[config.mk]
export PLATFORM = sky130hd
export DESIGN_NAME = btn_debouncer
export DESIGN_NICKNAME = d
export VERILOG_FILES = /design/src/rtl/btn_debouncer_pkg.sv /design/src/rtl/debounce_channel.sv /design/src/rtl/btn_debouncer.sv
export SDC_FILE = /design/constraint.sdc
export NUM_CORES = 1
export LEC_CHECK = 0
export ABC_AREA = 1
export ABC_CLOCK_PERIOD_IN_PS = 2800
export BUFFER_PORTS_ARGS = -buffer_cell sky130_fd_sc_hd__buf_2
export CORE_UTILIZATION = 60
export CTS_BUF_LIST = sky130_fd_sc_hd__clkbuf_8
export DETAILED_ROUTE_END_ITERATION = 16
export PLACE_DENSITY = 0.78
export REMOVE_ABC_BUFFERS = 1
export SYNTH_ARGS = -nofsm -noshare
export SYNTH_HDL_FRONTEND = slang
export SYNTH_HIERARCHICAL = 1
export SYNTH_SLANG_ARGS = --single-unit
export TNS_END_PERCENT = 100
[constraint.sdc]
create_clock -name clk -period 2.8 [get_ports clk]
set_input_delay 0.42 -clock clk [delete_from_list [all_inputs] [get_ports clk]]
set_output_delay 0.42 -clock clk [all_outputs]
set_load 0.05 [all_outputs]
[src/rtl/btn_debouncer_pkg.sv]
// Shared types and helpers for the multi-channel button/sensor debouncer.
// Holds the channel state encoding, timing defaults and a width helper.
package btn_debouncer_pkg;

  typedef enum logic {
    ST_STABLE  = 1'b0,
    ST_PENDING = 1'b1
  } state_t;

  localparam int DEF_TICK_DIV     = 50000;
  localparam int DEF_STABLE_TICKS = 10;

  // Bits needed to hold 0..value-1, never less than one bit.
  function automatic int clog2_min1(input int value);
    int w;
    w = 0;
    for (int v = value - 1; v > 0; v = v >> 1) begin
      w++;
    end
    return (w < 1) ? 1 : w;
  endfunction

endpackage

[src/rtl/debounce_channel.sv]
// One debounce lane: synchroniser chain, STABLE/PENDING qualifier and clean register.
// Outputs are registered; clean follows raw only after STABLE_TICKS counted ticks.
module debounce_channel
  import btn_debouncer_pkg::*;
#(
  parameter int SYNC_STAGES  = 2,
  parameter int STABLE_TICKS = DEF_STABLE_TICKS
) (
  input  logic clk,
  input  logic rst_n,
  input  logic tick,
  input  logic raw,
  output logic clean,
  output logic busy
);

  localparam int             TW        = clog2_min1(STABLE_TICKS);
  localparam logic [TW-1:0]  TCNT_LAST = TW'(STABLE_TICKS - 1);

  logic [SYNC_STAGES-1:0] sync;
  logic                   s;
  state_t                 state;
  logic [TW-1:0]          tcnt;

  always_ff @(posedge clk or negedge rst_n) begin
    if (!rst_n) begin
      sync <= '0;
    end else begin
      sync <= {sync[SYNC_STAGES-2:0], raw};
    end
  end

  assign s = sync[SYNC_STAGES-1];

  // A tick seen in the cycle that detects the change is deliberately not counted.
  always_ff @(posedge clk or negedge rst_n) begin
    if (!rst_n) begin
      state <= ST_STABLE;
      tcnt  <= '0;
      clean <= 1'b0;
      busy  <= 1'b0;
    end else begin
      case (state)
        ST_STABLE: begin
          if (s != clean) begin
            state <= ST_PENDING;
            busy  <= 1'b1;
            tcnt  <= '0;
          end
        end
        ST_PENDING: begin
          if (s == clean) begin
            state <= ST_STABLE;
            busy  <= 1'b0;
            tcnt  <= '0;
          end else if (tick && (tcnt == TCNT_LAST)) begin
            clean <= s;
            state <= ST_STABLE;
            busy  <= 1'b0;
            tcnt  <= '0;
          end else if (tick) begin
            tcnt <= tcnt + 1'b1;
          end
        end
        default: begin
          state <= ST_STABLE;
          busy  <= 1'b0;
          tcnt  <= '0;
        end
      endcase
    end
  end

endmodule

[src/rtl/btn_debouncer.sv]
// Multi-channel debouncer: shared sample-tick prescaler feeding N_CH independent lanes.
// btn_clean/btn_busy are registered; no combinational path from btn_in.
module btn_debouncer
  import btn_debouncer_pkg::*;
#(
  parameter int N_CH         = 2,
  parameter int SYNC_STAGES  = 2,
  parameter int TICK_DIV     = DEF_TICK_DIV,
  parameter int STABLE_TICKS = DEF_STABLE_TICKS
) (
  input  logic            clk,
  input  logic            rst_n,
  input  logic [N_CH-1:0] btn_in,
  output logic [N_CH-1:0] btn_clean,
  output logic [N_CH-1:0] btn_busy
);

  localparam int            PW      = clog2_min1(TICK_DIV);
  localparam logic [PW-1:0] PS_LAST = PW'(TICK_DIV - 1);

  logic [PW-1:0] ps_cnt;
  logic          tick;

  // With TICK_DIV=1 the counter sits at 0 == PS_LAST, so tick is held high.
  assign tick = (ps_cnt == PS_LAST);

  always_ff @(posedge clk or negedge rst_n) begin
    if (!rst_n) begin
      ps_cnt <= '0;
    end else if (tick) begin
      ps_cnt <= '0;
    end else begin
      ps_cnt <= ps_cnt + 1'b1;
    end
  end

  for (genvar i = 0; i < N_CH; i++) begin : g_ch
    debounce_channel #(
      .SYNC_STAGES (SYNC_STAGES),
      .STABLE_TICKS(STABLE_TICKS)
    ) u_ch (
      .clk  (clk),
      .rst_n(rst_n),
      .tick (tick),
      .raw  (btn_in[i]),
      .clean(btn_clean[i]),
      .busy (btn_busy[i])
    );
  end

endmodule

Word-level counts from Yosys, hierarchy flattened
Cells that the tools add are included.
{"block": "totals", "regBits": 34, "word_cells": 66, "out_inout_bits": 4, "in_bits": 4}
{"block": "classes", "n_reduce_logical": 8, "n_eq_ne": 13, "bitwise_logic": 4, "muxes": 27, "add_sub_neg": 3}
{"operator": "$mux 4", "n": 8}
{"operator": "$add 16x1->16 const B", "n": 1}
{"operator": "$eq 16x16->1 const B", "n": 1}
{"operator": "$mux 16", "n": 1}
{"operator": "$pmux 4 s2", "n": 2}
{"operator": "$mux 1", "n": 12}
{"operator": "$add 4x1->4 const B", "n": 2}
{"operator": "$eq 4x4->1 const B", "n": 2}
{"operator": "$pmux 1 s2", "n": 4}
{"operator": "$reduce_and 2->1", "n": 4}
{"operator": "$ne 3x3->1 const B", "n": 2}
{"operator": "$reduce_and 3->1", "n": 2}
{"operator": "$ne 2x1->1 const B", "n": 2}
{"operator": "$ne 4x3->1 const B", "n": 1}
{"operator": "$ne 4x4->1 const B", "n": 1}
{"operator": "$not 1->1", "n": 4}
{"operator": "$eq 1x1->1", "n": 2}
{"operator": "$logic_and 1x1->1", "n": 2}
{"operator": "$ne 1x1->1", "n": 2}

Logic depth before layout (Yosys ltp)
{"block": "logic_depth", "ltp_word": 5, "ltp_mapped": 13, "ltp_nobuf": 13}

Modules after synthesis
The synthesis kept the hierarchy.
{"mod": "debounce_channel", "instances": 2, "seq_area_each_um2": 225.2, "cells_each": 60, "area_per_inst_um2": 465.4}
{"mod": "btn_debouncer", "instances": 1, "seq_area_each_um2": 400.4, "cells_each": 121, "area_per_inst_um2": 877.1}

Least setup slack after synthesis
Ideal clock, no wire load.
{"block": "synth_path", "path_type": "flip-flop to flip-flop", "from": "register ps_cnt[0]", "to": "register g_ch[0].u_ch.busy", "required_time_ps": 2679, "synth_period_minus_slack_ps": 1600, "path_buffers": 0, "arrival_time_ps": 1479, "setup_ps": 121, "slack_ps": 1200, "stages_incl_launch_ff": 13, "cell_sequence": "dfrtp_1 ha_1 nand3_2 nor2_1 nand2_2 inv_2 nand2_1 inv_1 nand2_1 inv_1 nand2_2 nand2_1 a21oi_2"}
{"block": "synth_between", "elab_chain_len": 4}
{"element": "from (decl)", "line_no": "btn_debouncer.sv:21", "text": "logic [PW-1:0] ps_cnt;"}
{"element": "from (signal assigned)", "line_no": "btn_debouncer.sv:33", "text": "ps_cnt <= ps_cnt + 1'b1;"}
{"element": "$eq 16x16->1", "line_no": "btn_debouncer.sv:25", "text": "assign tick = (ps_cnt == PS_LAST);"}
{"element": "via tick", "line_no": "btn_debouncer.sv:22", "text": "logic tick;"}
{"element": "$logic_and 1x1->1", "line_no": "debounce_channel.sv:56", "text": "end else if (tick && (tcnt == TCNT_LAST)) begin"}
{"element": "$ne 3x3->1 (no line)"}
{"element": "$reduce_and 2->1 (no line)"}
{"element": "to (signal assigned)", "line_no": "debounce_channel.sv:54", "text": "busy <= 1'b0;"}
{"element": "to (signal assigned)", "line_no": "debounce_channel.sv:59", "text": "busy <= 1'b0;"}
{"element": "to (signal assigned)", "line_no": "debounce_channel.sv:67", "text": "busy <= 1'b0;"}
{"element": "to (decl)", "line_no": "debounce_channel.sv:14", "text": "output logic busy"}
The timed path passes the listed nets, and every way through them passes these cells.
A chain may end at the register's enable or synchronous reset.

Worst setup path after layout
Ends and elaborated chain as after synthesis.

==> out/summary.md <==
### Layout
• Total Nets Final: 264
• multi-input logic area: 796 µm²
• Ant. Diodes: 0
• final core utilization: 70.3%
• commonest cells after routing, fill and taps aside: nand2_1, inv_1, nor2_1
• share of final-layout standard cells stronger than drive strength 1: 11.3%
• most frequent standard cell in the layout excluding fill and tap cells: nand2_1
• number of fill cells in the layout: 260
• final cell count without fillers: 287
• area of all sequential standard cells: 851 µm²
• area added between synthesis and finish: 9.13%

### Placed design
• IO buf count: 7
• final weighted congestion in routability-driven placement: 0.888
• count of placed standard cells including taps: 279
• worst setup timing slack at the placement stage: 0.993 ns
• half-perimeter wire length after placement: 2250 µm

### STA
• max-slew headroom at the worst pin: 51.7%
• FMAX: 0.547 GHz
• RSZ-0062 raised after global routing: false
• count of final setup violators: 0
• Least-Margin Pin Slew: 0.724 ns
• minimum setup slack in the final design: 0.973 ns
• Total Negative Setup Slacks: 0 ns
• max-slew violation count: 0
• clock period minus final worst setup slack: 1.83 ns
• Post-Route Skew: 0.00506 ns
• final clock period utilization by the worst path: 65.2%
• Final Hold Vio Count: 0

### Drt
• TritonRoute pass-1 iters: 10
• DRC violations left: 2
• DRT iter0 DRCs: 49
• aggregate routed wire length: 3110 µm
• via total after detailed routing: 1449
• via density per instance: 5.05
• remaining antenna violation count after routing: 0
• post-DR wirelength/cell: 10.8 µm

### Global route
• largest net degree at the start of global routing: 35
• total overflow reported by the global router: 0
• number of antenna violations at the first check in global routing: 0
• GRT Overall Usage: 23.0%
• global-route wire length before repair: 5550 µm
• number of global-route vias before repair: 1288

### Clock tree
• CTS root buffer: clkbuf_8
• number of gates given a new drive strength after cts: 0
• Worst-Skew Late Latency: 0.28 ns
• H-tree lvl count: 2
• Post-CTS Setup Inserts: 0
• CTS sink cnt: 34
• TritonCTS buffer count: 5
• number of buffers added to fix hold violations after cts: 0
• Reg clk slew, reported paths: 0.07 ns
• TritonCTS clock tree: done
• maximum clock path buffer count: 2

### Setup path
• kind of capture point of the worst setup path: flop
• Crit path required time: 2.97 ns
• critical path class: flop to flop
• worst setup path startpoint: ps_cnt[0]
• arrival time worst endpoint: 2.00 ns
• crit-path max FO: 10
• launching point of the worst reg2reg path: ps_cnt[0]
• category of the worst setup path launch point: flop

### Yosys
• top area cells in the synthesized netlist: dfrtp_1, nand2_1, inv_1, nor2_1, nand3_1
• number of storage elements in the synthesis netlist: 34
• largest area contributor in the netlist: dfrtp_1
• synthesized area: 1810 µm²
• post-synthesis cell count: 241
• fraction of synthesized cell area taken by the top area cell type: 47.1%
• count of yosys warnings during synthesis: 6
• number of unique standard cell types used by synthesis: 20
• Syn Area/Cell: 7.50 µm²
• part of the Yosys area used for sequential elements: 47.1%

### Outcome
• outcome: finished, violations left
• violations in the final reports: DRC

### Die
• x dimension of the die: 56.9 µm
• number of core rows: 19
• area inside the core boundary: 2810 µm²
• starting utilization of the core area: 64.5%
• vertical die dimension: 56.9 µm
• Die Footprint: 3240 µm²
• I/O pin total: 8

### Pwr
• Clock Power Share: 38.7%
• leak pwr: 1.12 nW
• fraction of power consumed by sequential logic: 55.0%
• Net Sw Frac: 24.0%
• combinational group share of total power: 6.3%
• worst ir drop on vdd: 386 µV
• Internal Dissipation: 0.714 mW
• power density over the cells: 476 nW/µm²
• post-layout power: 0.939 mW
• Psw: 0.225 mW

### Min path
• class of the tightest hold or removal check: primary input to async pin

### Flow run
• count of max-cap constraint violations: 0

[routing by layer]
metal,share of wire (%),GRT usage [%]
met2,42,33.3
met3,3.4,4.84
met5,0,0
met4,2.3,11.5
met1,52,32.7
[state kept, by name, indices dropped and copies added (netlist names)]
register         flops
ps_cnt              16
g_ch.u_ch/tcnt       8
g_ch.u_ch/clean      2
g_ch.u_ch/busy       2
g_ch.u_ch/state      2
g_ch.u_ch/sync       4
[cell usage after synthesis, drive strengths merged]
cell type / n
a31oi: 1
nor2: 37
nand4: 8
a21oi: 3
o21ai: 4
xnor2: 2
inv: 43
nand3: 15
ha: 5
nand2: 80
nand3b: 1
nor3: 3
xor2: 5
dfrtp: 34
[per-stage QoR]
stage,cell area [µm²],hold WS [ns]
floorplan,1810,0.124
global placement,1880,0.333
detailed placement,1880,0.336
CTS,1970,0.216
global route,1970,0.230
finish,1970,0.189
[cells by family after synthesis]
group / synth area share, %
buf+inv: 8.93
xor+xnor: 3.39
flops: 47.1
compound gates: 2.70
fa+ha+maj: 3.46
simple gates: 34.5
[layout make-up]
| class | count | share of cell area [%] |
|---|---|---|
| inverters | 43 | 8.18 |
| flip-flops and latches | 34 | 43.1 |
| clock buffers | 6 | 4.19 |
| multi-input cells | 164 | 40.3 |
| clock inverters | 2 | 0.444 |
| well taps | 31 | 1.97 |
| repair buffers | 7 | 1.78 |
[worst max-delay path, stage by stage (launching register included)]
cell	delay [ns]
dfrtp_1	0.39
ha_1	0.21
nand3_2	0.15
nor2_1	0.16
nand2_2	0.11
inv_2	0.18
nand2_1	0.07
inv_1	0.05
nand2_1	0.07
inv_1	0.09
nand2_2	0.06
nand2_1	0.11
a21oi_2	0.06
[worst paths after layout]
kind | endpoint | slack, ns | depth (start not counted)
min reg2reg | g_ch[0].u_ch/sync[1] | 0.35 | 0
max reg2reg | g_ch[0].u_ch/busy | 0.97 | 12
min in group clk | g_ch[1].u_ch/sync[0] | 0.24 | 1
max | g_ch[0].u_ch/busy | 0.97 | 12
max in group asynchronous | ps_cnt[1] | 2.15 | 1
min | g_ch[0].u_ch/clean | 0.19 | 1
[power groups by stage]
stage | clock (mW) | combinational, mW | sequential (mW)
3_5_place_dp | 0 | 0.0606 | 0.525
6_report | 0.363 | 0.0595 | 0.516
4_1_cts | 0.377 | 0.0609 | 0.516
2_1_floorplan | 0 | 0.0290 | 0.533
5_1_grt | 0.392 | 0.0693 | 0.518
3_3_place_gp | 0 | 0.0599 | 0.525
(Power assumes the default switching activity.)
